--- config.mk ---
export PLATFORM = sky130hd
export DESIGN_NAME = gpio_uart_tx
export DESIGN_NICKNAME = d
export VERILOG_FILES = /design/src/rtl/gpio_uart_pkg.sv /design/src/rtl/gpio_uart_tx_fifo.sv /design/src/rtl/gpio_uart_tx.sv
export SDC_FILE = /design/constraint.sdc
export NUM_CORES = 1
export LEC_CHECK = 0
export BUFFER_PORTS_ARGS = -buffer_cell sky130_fd_sc_hd__buf_2
export CAP_MARGIN = 20
export CORE_AREA = 5 5 175 126
export DETAILED_ROUTE_END_ITERATION = 7
export DIE_AREA = 0 0 180 131
export HOLD_SLACK_MARGIN = 0.02
export SLEW_MARGIN = 40
export SYNTH_ARGS = -nofsm -noshare
export SYNTH_HDL_FRONTEND = slang
export SYNTH_HIERARCHICAL = 1
export SYNTH_SLANG_ARGS = --single-unit
--- constraint.sdc ---
create_clock -name clk -period 3.65 [get_ports clk]
set_input_delay 0.365 -clock clk [delete_from_list [all_inputs] [get_ports clk]]
set_output_delay 0.365 -clock clk [all_outputs]
set_load 0.1 [all_outputs]
--- src/rtl/gpio_uart_pkg.sv ---
// Shared types for the GPIO-to-UART bridge.
// GPIO_UART_PARITY_EN selects 8E1 framing (PARITY state present) instead of 8N1.
package gpio_uart_pkg;

  typedef logic [7:0] byte_t;

`ifdef GPIO_UART_PARITY_EN
  typedef enum logic [2:0] {
    ST_IDLE,
    ST_START,
    ST_DATA,
    ST_PARITY,
    ST_STOP
  } state_t;
  localparam int unsigned FRAME_BITS = 11;
`else
  typedef enum logic [1:0] {
    ST_IDLE,
    ST_START,
    ST_DATA,
    ST_STOP
  } state_t;
  localparam int unsigned FRAME_BITS = 10;
`endif

endpackage

--- src/rtl/gpio_uart_tx_fifo.sv ---
// Byte FIFO between the GPIO strobe and the serialiser; head is readable
// combinationally so the FSM can load it on the pop edge.
module gpio_fifo
  import gpio_uart_pkg::*;
#(
  parameter int unsigned DEPTH = 16
) (
  input  logic                     clk,
  input  logic                     rst,
  input  logic                     push,
  input  logic                     pop,
  input  byte_t                    wr_data,
  output byte_t                    rd_data,
  output logic                     full,
  output logic                     empty,
  output logic [$clog2(DEPTH):0]   count
);

  localparam int unsigned AW = $clog2(DEPTH);

  byte_t          mem [DEPTH];
  logic [AW-1:0]  wr_ptr;
  logic [AW-1:0]  rd_ptr;
  logic           push_ok;
  logic           pop_ok;

  assign full    = (count == (AW+1)'(DEPTH));
  assign empty   = (count == '0);
  // A push into a full FIFO is still legal when the head leaves on the same edge.
  assign push_ok = push && (!full || pop);
  assign pop_ok  = pop && !empty;
  assign rd_data = mem[rd_ptr];

  always_ff @(posedge clk) begin
    if (push_ok) mem[wr_ptr] <= wr_data;
  end

  always_ff @(posedge clk or posedge rst) begin
    if (rst) begin
      wr_ptr <= '0;
      rd_ptr <= '0;
      count  <= '0;
    end else begin
      if (push_ok) wr_ptr <= wr_ptr + 1'b1;
      if (pop_ok)  rd_ptr <= rd_ptr + 1'b1;
      case ({push_ok, pop_ok})
        2'b10:   count <= count + 1'b1;
        2'b01:   count <= count - 1'b1;
        default: count <= count;
      endcase
    end
  end

endmodule

--- src/rtl/gpio_uart_tx.sv ---
// Captures GPIO byte strobes into a FIFO and sends them as UART frames.
// Define GPIO_UART_PARITY_EN for 8E1 framing; default is 8N1.
module gpio_uart_tx
  import gpio_uart_pkg::*;
#(
  parameter int unsigned DEPTH        = 16,
  parameter int unsigned CLKS_PER_BIT = 434
) (
  input  logic                     clk,
  input  logic                     rst,
  input  logic [7:0]               gpio_data,
  input  logic                     gpio_en,
  output logic                     tx,
  output logic                     busy,
  output logic [$clog2(DEPTH):0]   fifo_count,
  output logic                     overflow
);

  localparam int unsigned CW = $clog2(CLKS_PER_BIT);

  state_t         state, state_nxt;
  byte_t          shift_q, shift_nxt;
  logic [CW-1:0]  cyc_q, cyc_nxt;
  logic [2:0]     bit_q, bit_nxt;
  logic           tx_nxt;
  logic           cyc_last;
  logic           pop;
  logic           full;
  logic           empty;
  byte_t          head;

  gpio_fifo #(.DEPTH(DEPTH)) u_fifo (
    .clk     (clk),
    .rst     (rst),
    .push    (gpio_en),
    .pop     (pop),
    .wr_data (gpio_data),
    .rd_data (head),
    .full    (full),
    .empty   (empty),
    .count   (fifo_count)
  );

  assign pop      = (state == ST_IDLE) && !empty;
  assign cyc_last = (cyc_q == CW'(CLKS_PER_BIT - 1));

`ifdef GPIO_UART_PARITY_EN
  logic parity_q;

  // Captured at load time because the shift register is consumed during DATA.
  always_ff @(posedge clk or posedge rst) begin
    if (rst)      parity_q <= 1'b0;
    else if (pop) parity_q <= ^head;
  end
`endif

  always_comb begin
    state_nxt = state;
    shift_nxt = shift_q;
    cyc_nxt   = cyc_q;
    bit_nxt   = bit_q;
    case (state)
      ST_IDLE: begin
        if (!empty) begin
          state_nxt = ST_START;
          shift_nxt = head;
          cyc_nxt   = '0;
          bit_nxt   = '0;
        end
      end
      ST_START: begin
        cyc_nxt = cyc_q + 1'b1;
        if (cyc_last) begin
          state_nxt = ST_DATA;
          cyc_nxt   = '0;
          bit_nxt   = '0;
        end
      end
      ST_DATA: begin
        cyc_nxt = cyc_q + 1'b1;
        if (cyc_last) begin
          cyc_nxt   = '0;
          shift_nxt = shift_q >> 1;
          bit_nxt   = bit_q + 1'b1;
          if (bit_q == 3'd7) begin
`ifdef GPIO_UART_PARITY_EN
            state_nxt = ST_PARITY;
`else
            state_nxt = ST_STOP;
`endif
          end
        end
      end
`ifdef GPIO_UART_PARITY_EN
      ST_PARITY: begin
        cyc_nxt = cyc_q + 1'b1;
        if (cyc_last) begin
          state_nxt = ST_STOP;
          cyc_nxt   = '0;
        end
      end
`endif
      ST_STOP: begin
        cyc_nxt = cyc_q + 1'b1;
        if (cyc_last) begin
          state_nxt = ST_IDLE;
          cyc_nxt   = '0;
        end
      end
      default: state_nxt = ST_IDLE;
    endcase
  end

  // Line level is decided from the next state so tx leaves a flop.
  always_comb begin
    tx_nxt = 1'b1;
    case (state_nxt)
      ST_START:  tx_nxt = 1'b0;
      ST_DATA:   tx_nxt = shift_nxt[0];
`ifdef GPIO_UART_PARITY_EN
      ST_PARITY: tx_nxt = parity_q;
`endif
      default:   tx_nxt = 1'b1;
    endcase
  end

  always_ff @(posedge clk or posedge rst) begin
    if (rst) begin
      state    <= ST_IDLE;
      shift_q  <= '0;
      cyc_q    <= '0;
      bit_q    <= '0;
      tx       <= 1'b1;
      busy     <= 1'b0;
      overflow <= 1'b0;
    end else begin
      state   <= state_nxt;
      shift_q <= shift_nxt;
      cyc_q   <= cyc_nxt;
      bit_q   <= bit_nxt;
      tx      <= tx_nxt;
      busy    <= (state_nxt != ST_IDLE);
      if (gpio_en && full && !pop) overflow <= 1'b1;
    end
  end

endmodule

=== Yosys cells after proc, flatten, opt, wreduce, memory -nomap -nowiden ===
Memories as Yosys holds them, arrays and structs flattened.
Index checks and enable logic that the tools add are counted.

* Reductions and logical operators: 18
* Muxes and demuxes: 20
* Add/sub/neg operators: 6
* Equal/unequal tests: 13

{| class="wikitable"
|+ Operators by type and width
! cell !! count
|-
| 9-bit two-way mux || 2
|-
| 9-bit one-hot mux with 2 select lines || 1
|-
| 8-bit two-way mux || 2
|-
| 8-bit one-hot mux with 2 select lines || 1
|-
| 2-bit two-way mux || 5
|-
| 5-bit one-hot mux with 2 select lines || 1
|-
| 9-bit by 1-bit adder with 9-bit output (second input constant) || 1
|-
| 9-bit equality test (second input constant) || 1
|-
| 3-bit two-way mux || 3
|-
| 3-bit one-hot mux with 3 select lines || 1
|-
| 4-bit by 1-bit adder with 4-bit output (second input constant) || 2
|-
| 2-bit equality test (second input constant) || 4
|-
| 2-bit one-hot mux with 4 select lines || 1
|-
| 2-bit by 1-bit equality test with 1-bit output (second input constant) || 3
|-
| 2-bit inequality test (second input constant) || 3
|-
| 2-bit nonzero test || 3
|-
| 5-bit by 1-bit adder with 5-bit output (second input constant) || 1
|-
| 5-bit equality test (second input constant) || 1
|-
| 1-bit logical AND || 5
|-
| 5-bit zero test || 1
|-
| 5-bit by 1-bit subtractor with 5-bit output (second input constant) || 1
|-
| 4-bit AND reduction || 1
|-
| 3-bit by 1-bit adder with 3-bit output (second input constant) || 1
|-
| 3-bit equality test (second input constant) || 1
|-
| 8 further kinds || 11
|}

* Bits of input ports: 11
* Flip-flop bits (word level): 38
* RAM bits: 128
* Logic and storage cells: 69
* Output and inout port bits: 8
* Memories: 1

{| class="wikitable"
|+ Memory list
! name !! words !! width !! read ports !! clocked after Yosys merged registers in !! write ports !! RTL line !! source
|-
| u_fifo.mem || 16 || 8 || 1 || 0 || 1 || gpio_uart_tx_fifo.sv:21 || <nowiki>byte_t mem [DEPTH];</nowiki>
|}

=== Depth between registers and ports, before layout ===
Gate-level depths: netlist of run 1.

* Depth in word-level cells: 7
* Depth in mapped cells: 15

=== Cells and area by module ===
Netlist of run 1, hierarchy kept.

{| class="wikitable"
|+ Modules (own cells, without submodules)
! module !! cells an instance !! area an instance (sq um) !! sequential area each (sq um) !! times used
|-
| gpio_fifo || 328 || 5818.1 || 4169.0 || 1
|-
| gpio_uart_tx || 121 || 1301.2 || 626.9 || 1
|}

=== Worst setup path before layout of run 1 ===
Ideal clock, no wire load.

* Kind: register -> register
* From: register u_fifo.count[0]
* To: register u_fifo.count[4]
* Required time: 3.491 ns
* Library setup time: 0.159 ns
* Stages on the path, launching flop included: 16
* Path buffers: 2
* Path slack: -0.103 ns
* Arrival: 3.594 ns
* Cell sequence: dfrtp_1 > nor4_2 > and2b_1 > or3_4 > inv_2 > buf_4 > nor2b_1 > buf_6 > ha_1 > inv_1 > fa_1 > nor2b_1 > o21ai_0 > nand3_1 > or3b_1 > xnor2_1

* Elaborated cells between the ends (all ways): 14
* Classes of those cells: 2 x add/sub; 3 x eq/ne; 1 x mux; 8 x reduce/logical

{| class="wikitable"
|+ RTL lines
! item !! RTL line !! source
|-
| from (decl) || gpio_uart_tx_fifo.sv:16 || <nowiki>output logic [$clog2(DEPTH):0] count</nowiki>
|-
| from (signal assigned) || gpio_uart_tx_fifo.sv:47 || <nowiki>2'b10: count <= count + 1'b1;</nowiki>
|-
| from (signal assigned) || gpio_uart_tx_fifo.sv:48 || <nowiki>2'b01: count <= count - 1'b1;</nowiki>
|-
| from (signal assigned) || gpio_uart_tx_fifo.sv:49 || <nowiki>default: count <= count;</nowiki>
|-
| 5-bit zero test * || gpio_uart_tx_fifo.sv:28 || <nowiki>assign empty = (count == '0);</nowiki>
|-
| via empty || gpio_uart_tx.sv:29 || <nowiki>logic empty;</nowiki>
|-
| 1-bit zero test * || gpio_uart_tx.sv:44 || <nowiki>assign pop = (state == ST_IDLE) && !empty;</nowiki>
|-
| 1-bit logical AND * || gpio_uart_tx.sv:44 ||
|-
| via pop || gpio_uart_tx.sv:27 || <nowiki>logic pop;</nowiki>
|-
| 1-bit logical AND * || gpio_uart_tx_fifo.sv:31 || <nowiki>assign pop_ok = pop && !empty;</nowiki>
|-
| via u_fifo.pop_ok || gpio_uart_tx_fifo.sv:25 || <nowiki>logic pop_ok;</nowiki>
|-
| 2-bit by 1-bit equality test with 1-bit output or 2-bit equality test (tied branches) || gpio_uart_tx_fifo.sv:46 || <nowiki>case ({push_ok, pop_ok})</nowiki>
|-
| 5-bit one-hot mux with 2 select lines or 2-bit nonzero test (tied branches) || -- ||
|}

The timed path passes the listed nets; every way through them passes the cells marked *.
A chain may end at the register's enable or synchronous reset.

=== Worst setup path in the final report of run 1 ===
* From: register u_fifo.count[0]
* To: register u_fifo.count[4]

* Longest elaborated chain between the ends: 7
* Elaborated cells between the ends (all ways): 14
* Classes of those cells: 2 x add/sub; 3 x eq/ne; 1 x mux; 8 x reduce/logical

{| class="wikitable"
|+ Ends and longest elaborated chain
! item !! RTL line !! source
|-
| 5-bit zero test * || gpio_uart_tx_fifo.sv:28 ||
|-
| via empty || gpio_uart_tx.sv:29 ||
|-
| 1-bit zero test * || gpio_uart_tx_fifo.sv:31, gpio_uart_tx.sv:44 ||
|-
| 1-bit logical AND || gpio_uart_tx.sv:44 ||
|-
| 1-bit logical OR || gpio_uart_tx_fifo.sv:30 || <nowiki>assign push_ok = push && (!full || pop);</nowiki>
|-
| 1-bit logical AND || gpio_uart_tx_fifo.sv:30 ||
|-
| 2-bit by 1-bit equality test with 1-bit output or 2-bit equality test (tied branches) || gpio_uart_tx_fifo.sv:46 ||
|-
| 5-bit one-hot mux with 2 select lines or 2-bit nonzero test (tied branches) || -- ||
|}

Marked as above.

==> results of run 1 <==
[layout by cell type (no fill, tap or decap), types with 4 or more instances in the layout]
| cell type | n |
|---|---|
| sky130_fd_sc_hd__a21o_1 | 10 |
| sky130_fd_sc_hd__a21oi_1 | 12 |
| sky130_fd_sc_hd__a221oi_1 | 8 |
| sky130_fd_sc_hd__a22o_1 | 8 |
| sky130_fd_sc_hd__a22oi_1 | 8 |
| sky130_fd_sc_hd__and2_1 | 19 |
| sky130_fd_sc_hd__buf_2 | 18 |
| sky130_fd_sc_hd__buf_4 | 5 |
| sky130_fd_sc_hd__bufinv_16 | 4 |
| sky130_fd_sc_hd__clkbuf_16 | 17 |
| sky130_fd_sc_hd__clkinv_4 | 4 |
| sky130_fd_sc_hd__dfrtp_1 | 31 |
| sky130_fd_sc_hd__dfrtp_2 | 6 |
| sky130_fd_sc_hd__edfxtp_1 | 128 |
| sky130_fd_sc_hd__ha_1 | 13 |
| sky130_fd_sc_hd__inv_1 | 12 |
| sky130_fd_sc_hd__mux2_2 | 6 |
| sky130_fd_sc_hd__mux2i_1 | 25 |
| sky130_fd_sc_hd__mux4_2 | 16 |
| sky130_fd_sc_hd__nand2_1 | 26 |
| sky130_fd_sc_hd__nand3_1 | 5 |
| sky130_fd_sc_hd__nor2_1 | 4 |
| sky130_fd_sc_hd__nor2b_1 | 4 |
| sky130_fd_sc_hd__o21ai_0 | 27 |
| sky130_fd_sc_hd__o21ai_1 | 4 |
| sky130_fd_sc_hd__xnor2_1 | 9 |
| sky130_fd_sc_hd__xor2_1 | 4 |
[worst max-delay path, stage by stage (launching register included)]
cell and delay [ns]:
sky130_fd_sc_hd__dfrtp_2 0.44, sky130_fd_sc_hd__nor4_2 0.33, sky130_fd_sc_hd__and2b_1 0.25, sky130_fd_sc_hd__or3_4 0.18, sky130_fd_sc_hd__inv_2 0.10, sky130_fd_sc_hd__o21a_4 0.26
sky130_fd_sc_hd__inv_2 0.09, sky130_fd_sc_hd__ha_1 0.24, sky130_fd_sc_hd__inv_1 0.11, sky130_fd_sc_hd__fa_1 0.42, sky130_fd_sc_hd__nor2b_1 0.11, sky130_fd_sc_hd__o21ai_0 0.10
sky130_fd_sc_hd__nand3_1 0.09, sky130_fd_sc_hd__or3b_1 0.35, sky130_fd_sc_hd__xnor2_1 0.13
[cells by family (layout without fill, tap and decap cells)]
| logic type | Yosys count | count (layout) |
|---|---|---|
| XOR/XNOR | 13 | 13 |
| buffers and inverters | 34 | 71 |
| AND/OR/NAND/NOR | 83 | 83 |
| AO/OA/AOI/OAI | 88 | 88 |
| flip-flops | 166 | 166 |
| adder cells (fa/ha/maj) | 14 | 14 |
| multiplexers | 51 | 51 |
[worst min-delay path by stage]
stage / slack (ns) / cells past startpoint / end
3_3_place_gp: 0.44 / 2 / u_fifo/rd_ptr[3]
6_report: 0.23 / 2 / overflow
2_1_floorplan: 0.24 / 1 / u_fifo/count[3]
5_1_grt: 0.22 / 2 / overflow
3_5_place_dp: 0.45 / 2 / overflow
4_1_cts: 0.22 / 2 / overflow
[metrics by stage]
stage / instance area (sq um) / power, mW / setup slack, ns / std cells / util [%]
6_report: 8090 / 4.94 / 0.331 / 762 / 39.8
3_5_place_dp: 7450 / 3.10 / 0.343 / 729 / 36.7
4_1_cts: 8090 / 4.98 / 0.317 / 762 / 39.8
5_1_grt: 8090 / 5.13 / 0.122 / 762 / 39.8
2_1_floorplan: 7120 / 2.88 / 0.0115 / 449 / -
3_3_place_gp: 7450 / 3.08 / 0.383 / 729 / 36.7
[registers in the layout, indices dropped and copies added, names as in the netlist]
| register | count |
|---|---|
| u_fifo/mem | 128 |
| cyc_q | 9 |
| shift_q | 8 |
| u_fifo/count | 5 |
| u_fifo/rd_ptr | 4 |
| u_fifo/wr_ptr | 4 |
| bit_q | 3 |
| state | 2 |
| busy | 1 |
| overflow | 1 |
| tx | 1 |
[where the power goes]
group          switching [mW]  internal [mW]  total (mW)  leakage [nW]
registers              0.0935           2.24        2.34          1.61
clock network           0.731           1.15        1.88         0.297
logic                   0.531          0.187       0.718          1.14
total                    1.36           3.58        4.94          3.05
[layer usage]
layer	track usage (%)	up-vias	wire, um
met2	18.5	86	6280
met4	3.63	0	156
li1	-	1783	-
met3	3.07	13	671
met5	0	-	0
met1	19.6	2009	7470
[final cells by class]
| cell class | count | share of cell area, % |
|---|---|---|
| inverters | 15 | 0.696 |
| multi-input cells | 249 | 26.2 |
| repair buffers | 24 | 1.70 |
| flip-flops and latches | 166 | 59.4 |
| well taps | 276 | 4.27 |
| clock inverters | 15 | 2.52 |
| clock buffers | 17 | 5.26 |
==> results.txt, run 1 <==
The run finished with clean final reports. The largest net degree at the start of global routing is 26, and the number of placement rows is 44. Dividing total power by cell area gives a power density of 610 nW/um^2. Synthesis handed over a netlist of 449 instances. The worst-margin pin slew is 0.669 ns, and the number of levels the H-tree was split into is 4. The run gives 55.4% as the worst relative slew slack. The final-stage net count came out at 498.

Primary flip-flop cell chosen by synthesis mapping: sky130_fd_sc_hd__edfxtp_1. Routability-driven placement finished with a final weighted congestion of 0.827. The logs give 0 for the initial antenna violation count and 67.4% for the share of synthesized area occupied by flip-flops and latches. The clock reaches the later pin of the worst-skew pair after 0.42 ns.

Detailed placement finished with a half-perimeter wire length of 9720 um. Cells with a size suffix above 1 make up 20.6% of the layout. The area used by multi-input combinational logic was 2120 sq um; the quantity of hold-fixing buffers added after cts was 1. Of the available clock period, the critical path in the final layout requires 90.9%. Path type of the worst setup path: flop to flop.

A synthesized cell averages 15.9 sq um. Across every metal layer, demand over resource in global routing totals 12.9%. The area growth from synthesis to layout is 13.6%. In the synthesized netlist the async set-or-reset flop fraction comes to 22.9%. The number of gates resized after CTS was 0. The origin of the worst min-delay path was gpio_en. The final hold violation count came out at 0. The aggregate global routing overflow came out at 0.

Registers take 4800 sq um. Class of the most critical hold timing path: input pin to flop. The number of fill cells was 1857. The longest clock path from root to sink contains 2 buffers. After clock tree synthesis, the clock-pin slew on the worst setup and hold paths is 0.06 ns.

The global-route wire length before repair is 22900 um, and the overall die area is 23600 sq um. By area the synthesized netlist is led by sky130_fd_sc_hd__edfxtp_1 (54%), sky130_fd_sc_hd__dfrtp_1 (13%), sky130_fd_sc_hd__mux4_2 (5.1%). For this run, the number of Yosys warnings is 6. The flip-flop and latch count after synthesis is 166, and the antenna diode count is 0.

Multiplexer area fraction after synthesis: 10.3%. In this run the critical register-to-register path is captured at u_fifo/count[4]. Input and output buffers added on the ports amount to 18. By count the netlist is led by sky130_fd_sc_hd__edfxtp_1 (128), sky130_fd_sc_hd__dfrtp_1 (37), sky130_fd_sc_hd__o21ai_0 (27).

The number of enable-type register cells in the synthesized netlist is 128. TritonCTS built the clock tree. The net count after synthesis is 474, and the maximum ir drop on the vdd rail is 0.273 mV.

The biggest fanout along the worst timing path came out at 12. The run gives 0.229 ns as the final worst hold slack. The run gives 0 as the remaining antenna violation count. By area, the combinational part of the netlist is dominated by multiplexers. For the worst setup path, the data required time is 3.96 ns. Based on the critical path, the design can be clocked at up to 301 MHz. The die is 180 um wide.

The worst register-to-register path begins at u_fifo/count[0]. Of the total synthesized cell area, the portion taken by AND, OR, NAND and NOR gates is 7.03%. For the total of endpoints with negative setup slack in the final report, the log shows 0. The floorplan step defined a core boundary enclosing 20300 sq um. The most frequently used cell type in the post-synthesis netlist was sky130_fd_sc_hd__edfxtp_1.

The synthesized netlist devotes 8.30% of its cell area to compound gates. The critical path starts at u_fifo/count[0]. The number of global-route vias before repair was 3870. Setup repair after global routing left no endpoint under its margin. The worst setup path is launched from a flop. The setup slack of the most critical reg-to-reg path is 0.33 ns. Yosys mapped the design onto 58 distinct sky130hd cell types.

Number of cells on the worst reg-to-reg path: 14. The biggest area contributor in the post-synthesis netlist is sky130_fd_sc_hd__edfxtp_1. STA classifies the critical path endpoint as a flop. The detailed router finished its first iteration with 410 violations. The number of buffers inserted during clock tree synthesis was 17; the post-synthesis adder-cell area fraction was 2.57%. Top-level port count: 19. In this run the clock root is driven by a sky130_fd_sc_hd__clkbuf_16. Final routed wirelength across all metal layers: 14600 um. The worst path needs 3.32 ns of the cycle, external delays included. Dividing the detail-routed wire length by the instance count gives 19.1 um. The reported max-cap violation count is 0, and the detailed-route via count is 3891. The logs give 0 ns for the sum of negative setup slack and 5 for the first-pass detailed-route iteration total.

Vertical die dimension: 131 um. STA puts the critical path data arrival time at 3.63 ns. In the routed design, unresolved DRC markers number 0.

Fraction of post-synthesis cell area in the top cell type by area: 54.0%. The initial utilization of the core area, before any placement, comes to 35.0%. The clock net in this run drives a total of 166 sinks. The detail-routed via count per cell was 5.11. Following the worst setup path forward leads to its endpoint at u_fifo/count[4]. The leakage power was 3.05 nW; the netlist area before placement was 7120 sq um. Of the total synthesized cell area, the portion taken by XOR and XNOR cells is 1.60%.

The max-slew violation count is 0. The setup clock skew after layout came out at 0.00859 ns. The number of setup buffers added after CTS was 0.
Power figures use the tool's default switching activity.
==> inputs of run 2 (changes only) <==
CTS_BUF_LIST = sky130_fd_sc_hd__clkbuf_8   (was not set)
==> run 2 against run 1 <==
Against the previous run: clock power decreased by 24%; hold slack worse by 0.036 ns; combinational power is essentially flat; critical path type unchanged; critical endpoint unchanged; highest routed layer unchanged.
==> results.txt, run 2 (synthesis gave the netlist of run 1 again) <==
The signed area change from the synthesized netlist to the final layout was 10.9% (was 13.6%); the maximum ir drop on the vdd rail was 0.274 mV (was 0.273 mV). The tools report the kind of start point of the critical path as a flop (unchanged). Post-CTS clock slew at the launch and capture registers of the worst setup and hold paths: 0.09 ns (was 0.06 ns).

The overall die area came out at 23600 sq um (unchanged). Ordered list of cells on the worst path: nor4_2, and2b_1, or3_4, inv_2, o21a_4, inv_2, ha_1, inv_1, fa_1, nor2b_1, o21ai_0, nand3_1, or3b_1, xnor2_1 (unchanged). The kind of capture point of the worst setup path is a flop (unchanged). The count of non-filler cells in the finished layout came out at 762 (unchanged). The tools report the max-slew violation count as 0 (unchanged). The worst-margin pin slew is 0.683 ns (was 0.669 ns). The tools report the total global-route track usage as 12.8% (was 12.9%). The tools report the startpoint of the worst register-to-register path as u_fifo/count[0] (unchanged). The number of levels the H-tree was split into was 4 (unchanged); the remaining antenna violation count was 0 (unchanged). For the post-DP HPWL, the log shows 9720 um (unchanged). Final worst hold slack: 0.193 ns (was 0.229 ns).

Leading registers by flop count: u_fifo/mem x128, cyc_q x9, shift_q x8 (unchanged). The tools report the global placer's final weighted congestion as 0.827 (unchanged). For the leakage power, the log shows 2.96 nW (was 3.05 nW). The biggest fanout along the worst timing path was 12 (unchanged); the number of I/O port buffers was 18 (unchanged). The largest delay contributor family on the critical path is simple AND/OR/NAND/NOR gates (unchanged). The worst relative slew slack is 54.5% (was 55.4%). The number of DRC violations after detailed-routing iteration 0 is 410 (unchanged). Antenna diode count: 0 (unchanged). For the initial core utilization, the log shows 35.0% (unchanged). The highest cell delay on the worst timing path came out at 0.45 ns (was 0.44 ns). Number of fill cells: 1884 (was 1857). The total clock sinks is 166 (unchanged), and the number of placement rows is 44 (unchanged). The flow ran to the end, and the final reports show no timing, DRC or antenna violations. The total power divided by cell area is 568 nW/um^2 (was 610 nW/um^2), and the final routed wirelength across all metal layers is 14600 um (about the same). Register with the most flip-flops: u_fifo/mem (unchanged).

The global-route wire length before repair came out at 22900 um (about the same). Top library cells by usage in the layout, fill and taps aside: sky130_fd_sc_hd__edfxtp_1 (128), sky130_fd_sc_hd__dfrtp_1 (31), sky130_fd_sc_hd__o21ai_0 (27) (unchanged). The worst setup slack after layout is 0.344 ns (was 0.331 ns). The tools report the launch point of the worst path as u_fifo/count[0] (unchanged). The width of the die is 180 um (unchanged), and the final hold violation count is 0 (unchanged). The logs give 7900 sq um (was 8090 sq um) for the design area and 0.0147 ns (was 0.00859 ns) for the setup clock skew after layout.

The data arrival time of the critical path came out at 3.65 ns (was 3.63 ns). For the sum of negative setup slack, the log shows 0 ns (unchanged). The logs give 4 (was 5) for the first-pass detailed-route iteration total and 0 (unchanged) for the total of endpoints with negative setup slack in the final report. The logs give 4.00 ns (was 3.96 ns) for the data required time of the critical path and 0.46 ns (was 0.42 ns) for the latest clock arrival within the worst-skew pair. The minimum period implied by the final worst setup slack was 3.31 ns (was 3.32 ns); the floorplan core area was 20300 sq um (unchanged). The detail-routed via count per cell is 5.07 (was 5.11).

The fmax came out at 302 MHz (was 301 MHz). For the final-stage net count, the log shows 498 (unchanged). The cell count after placement is 729 (unchanged). The root buffer selected by CTS was sky130_fd_sc_hd__clkbuf_8 (was sky130_fd_sc_hd__clkbuf_16). The area used by multi-input combinational logic came out at 2120 sq um (unchanged). Buffer levels on the longest clock path: 2 (unchanged). The master of the slowest instance on the critical path was sky130_fd_sc_hd__dfrtp_2 (unchanged). The initial antenna violation count is 0 (unchanged).

TritonCTS built the clock tree. Setup repair after global routing left no endpoint under its margin. The origin of the worst min-delay path was gpio_en (unchanged). The run gives 3866 (was 3891) as the detailed-route via count. For the remaining routing DRC violations, the log shows 0 (unchanged).

The path type of the worst setup path was flop to flop (unchanged). The largest net degree at the start of global routing was 26 (unchanged). The cell repeated most along the worst path is sky130_fd_sc_hd__inv_2 (unchanged).

The detailed-route wire length per cell works out to 19.1 um (about the same). The leading cell type in the layout, fill and taps excluded was sky130_fd_sc_hd__edfxtp_1 (unchanged). The vertical die dimension is 131 um (unchanged).

Aggregate global routing overflow: 0 (unchanged). The number of global-route vias before repair was 3884 (was 3870); the count of buffering cells on the critical path with inverters included was 3 (unchanged). The fraction of final layout cells with drive strength greater than 1 was 20.6% (unchanged). For the top-level port count, the log shows 19 (unchanged).

The worst slack after detailed placement was 0.343 ns (unchanged). Area taken by flip-flops and latches: 4800 sq um (unchanged). The logs give 17 (unchanged) for the number of buffers inserted during clock tree synthesis and 7450 sq um (unchanged) for the post-placement cell area.

The final period utilization works out to 90.6% (was 90.9%). Reported max-cap violation count: 0 (unchanged). The class of the most critical hold timing path was input pin to flop (unchanged). The number of flip-flops under the largest register name was 128 (unchanged).
## run 2: layout make-up
| type | count | area share, % |
|---|---|---|
| timing repair buffer | 24 | 1.74 |
| inverter | 15 | 0.713 |
| clock inverter | 15 | 2.58 |
| sequential | 166 | 60.8 |
| multi-input combinational | 249 | 26.8 |
| clock buffer | 17 | 2.96 |
| tap | 276 | 4.37 |
## run 2: timing repair
item                      4_1_cts  5_1_grt
gates resized for setup         0        0
buffers inserted                0        0
hold endpoints to repair       37        0
hold buffers                    1        0
## run 2: per-layer routing
| metal | share of wire, % | GRT usage (%) | vias to the layer above |
|---|---|---|---|
| met5 | 0 | 0 | - |
| met4 | 0.71 | 3.09 | 0 |
| met3 | 6.3 | 3.32 | 8 |
| met2 | 43 | 18.4 | 91 |
| met1 | 50 | 19.6 | 1988 |
| li1 | - | - | 1779 |
## run 2: path summary, 6_finish.rpt
path | depth (start not counted) | to | slack (ns)
max in group asynchronous | 3 | u_fifo/count[1] | 2.76
worst max-delay path | 14 | u_fifo/count[4] | 0.34
worst min register to register | 1 | overflow | 0.47
worst min-delay path | 2 | overflow | 0.19
min in group asynchronous | 3 | u_fifo/count[3] | 0.50
worst max register to register | 14 | u_fifo/count[4] | 0.34
## run 2: worst register-to-register path: cells and delay by family, from the launching register on
family / cells / cell delay, ns
xor+xnor: 1 / 0.13
compound gates: 2 / 0.36
simple gates: 6 / 1.30
fa+ha+maj: 2 / 0.66
buf+inv: 3 / 0.30
flops: 1 / 0.45
## run 2: power by group
group / switching (mW) / internal [mW] / total (mW) / leakage [nW]
clock: 0.684 / 0.749 / 1.43 / 0.210
combinational: 0.531 / 0.187 / 0.718 / 1.14
sequential: 0.0935 / 2.24 / 2.33 / 1.61
total: 1.31 / 3.18 / 4.49 / 2.96
## run 2: per-stage QoR
step	util, %	total power, mW
2_1_floorplan	-	2.88
3_3_place_gp	36.7	3.08
3_5_place_dp	36.7	3.10
4_1_cts	38.9	4.52
5_1_grt	38.9	4.68
6_report	38.9	4.49
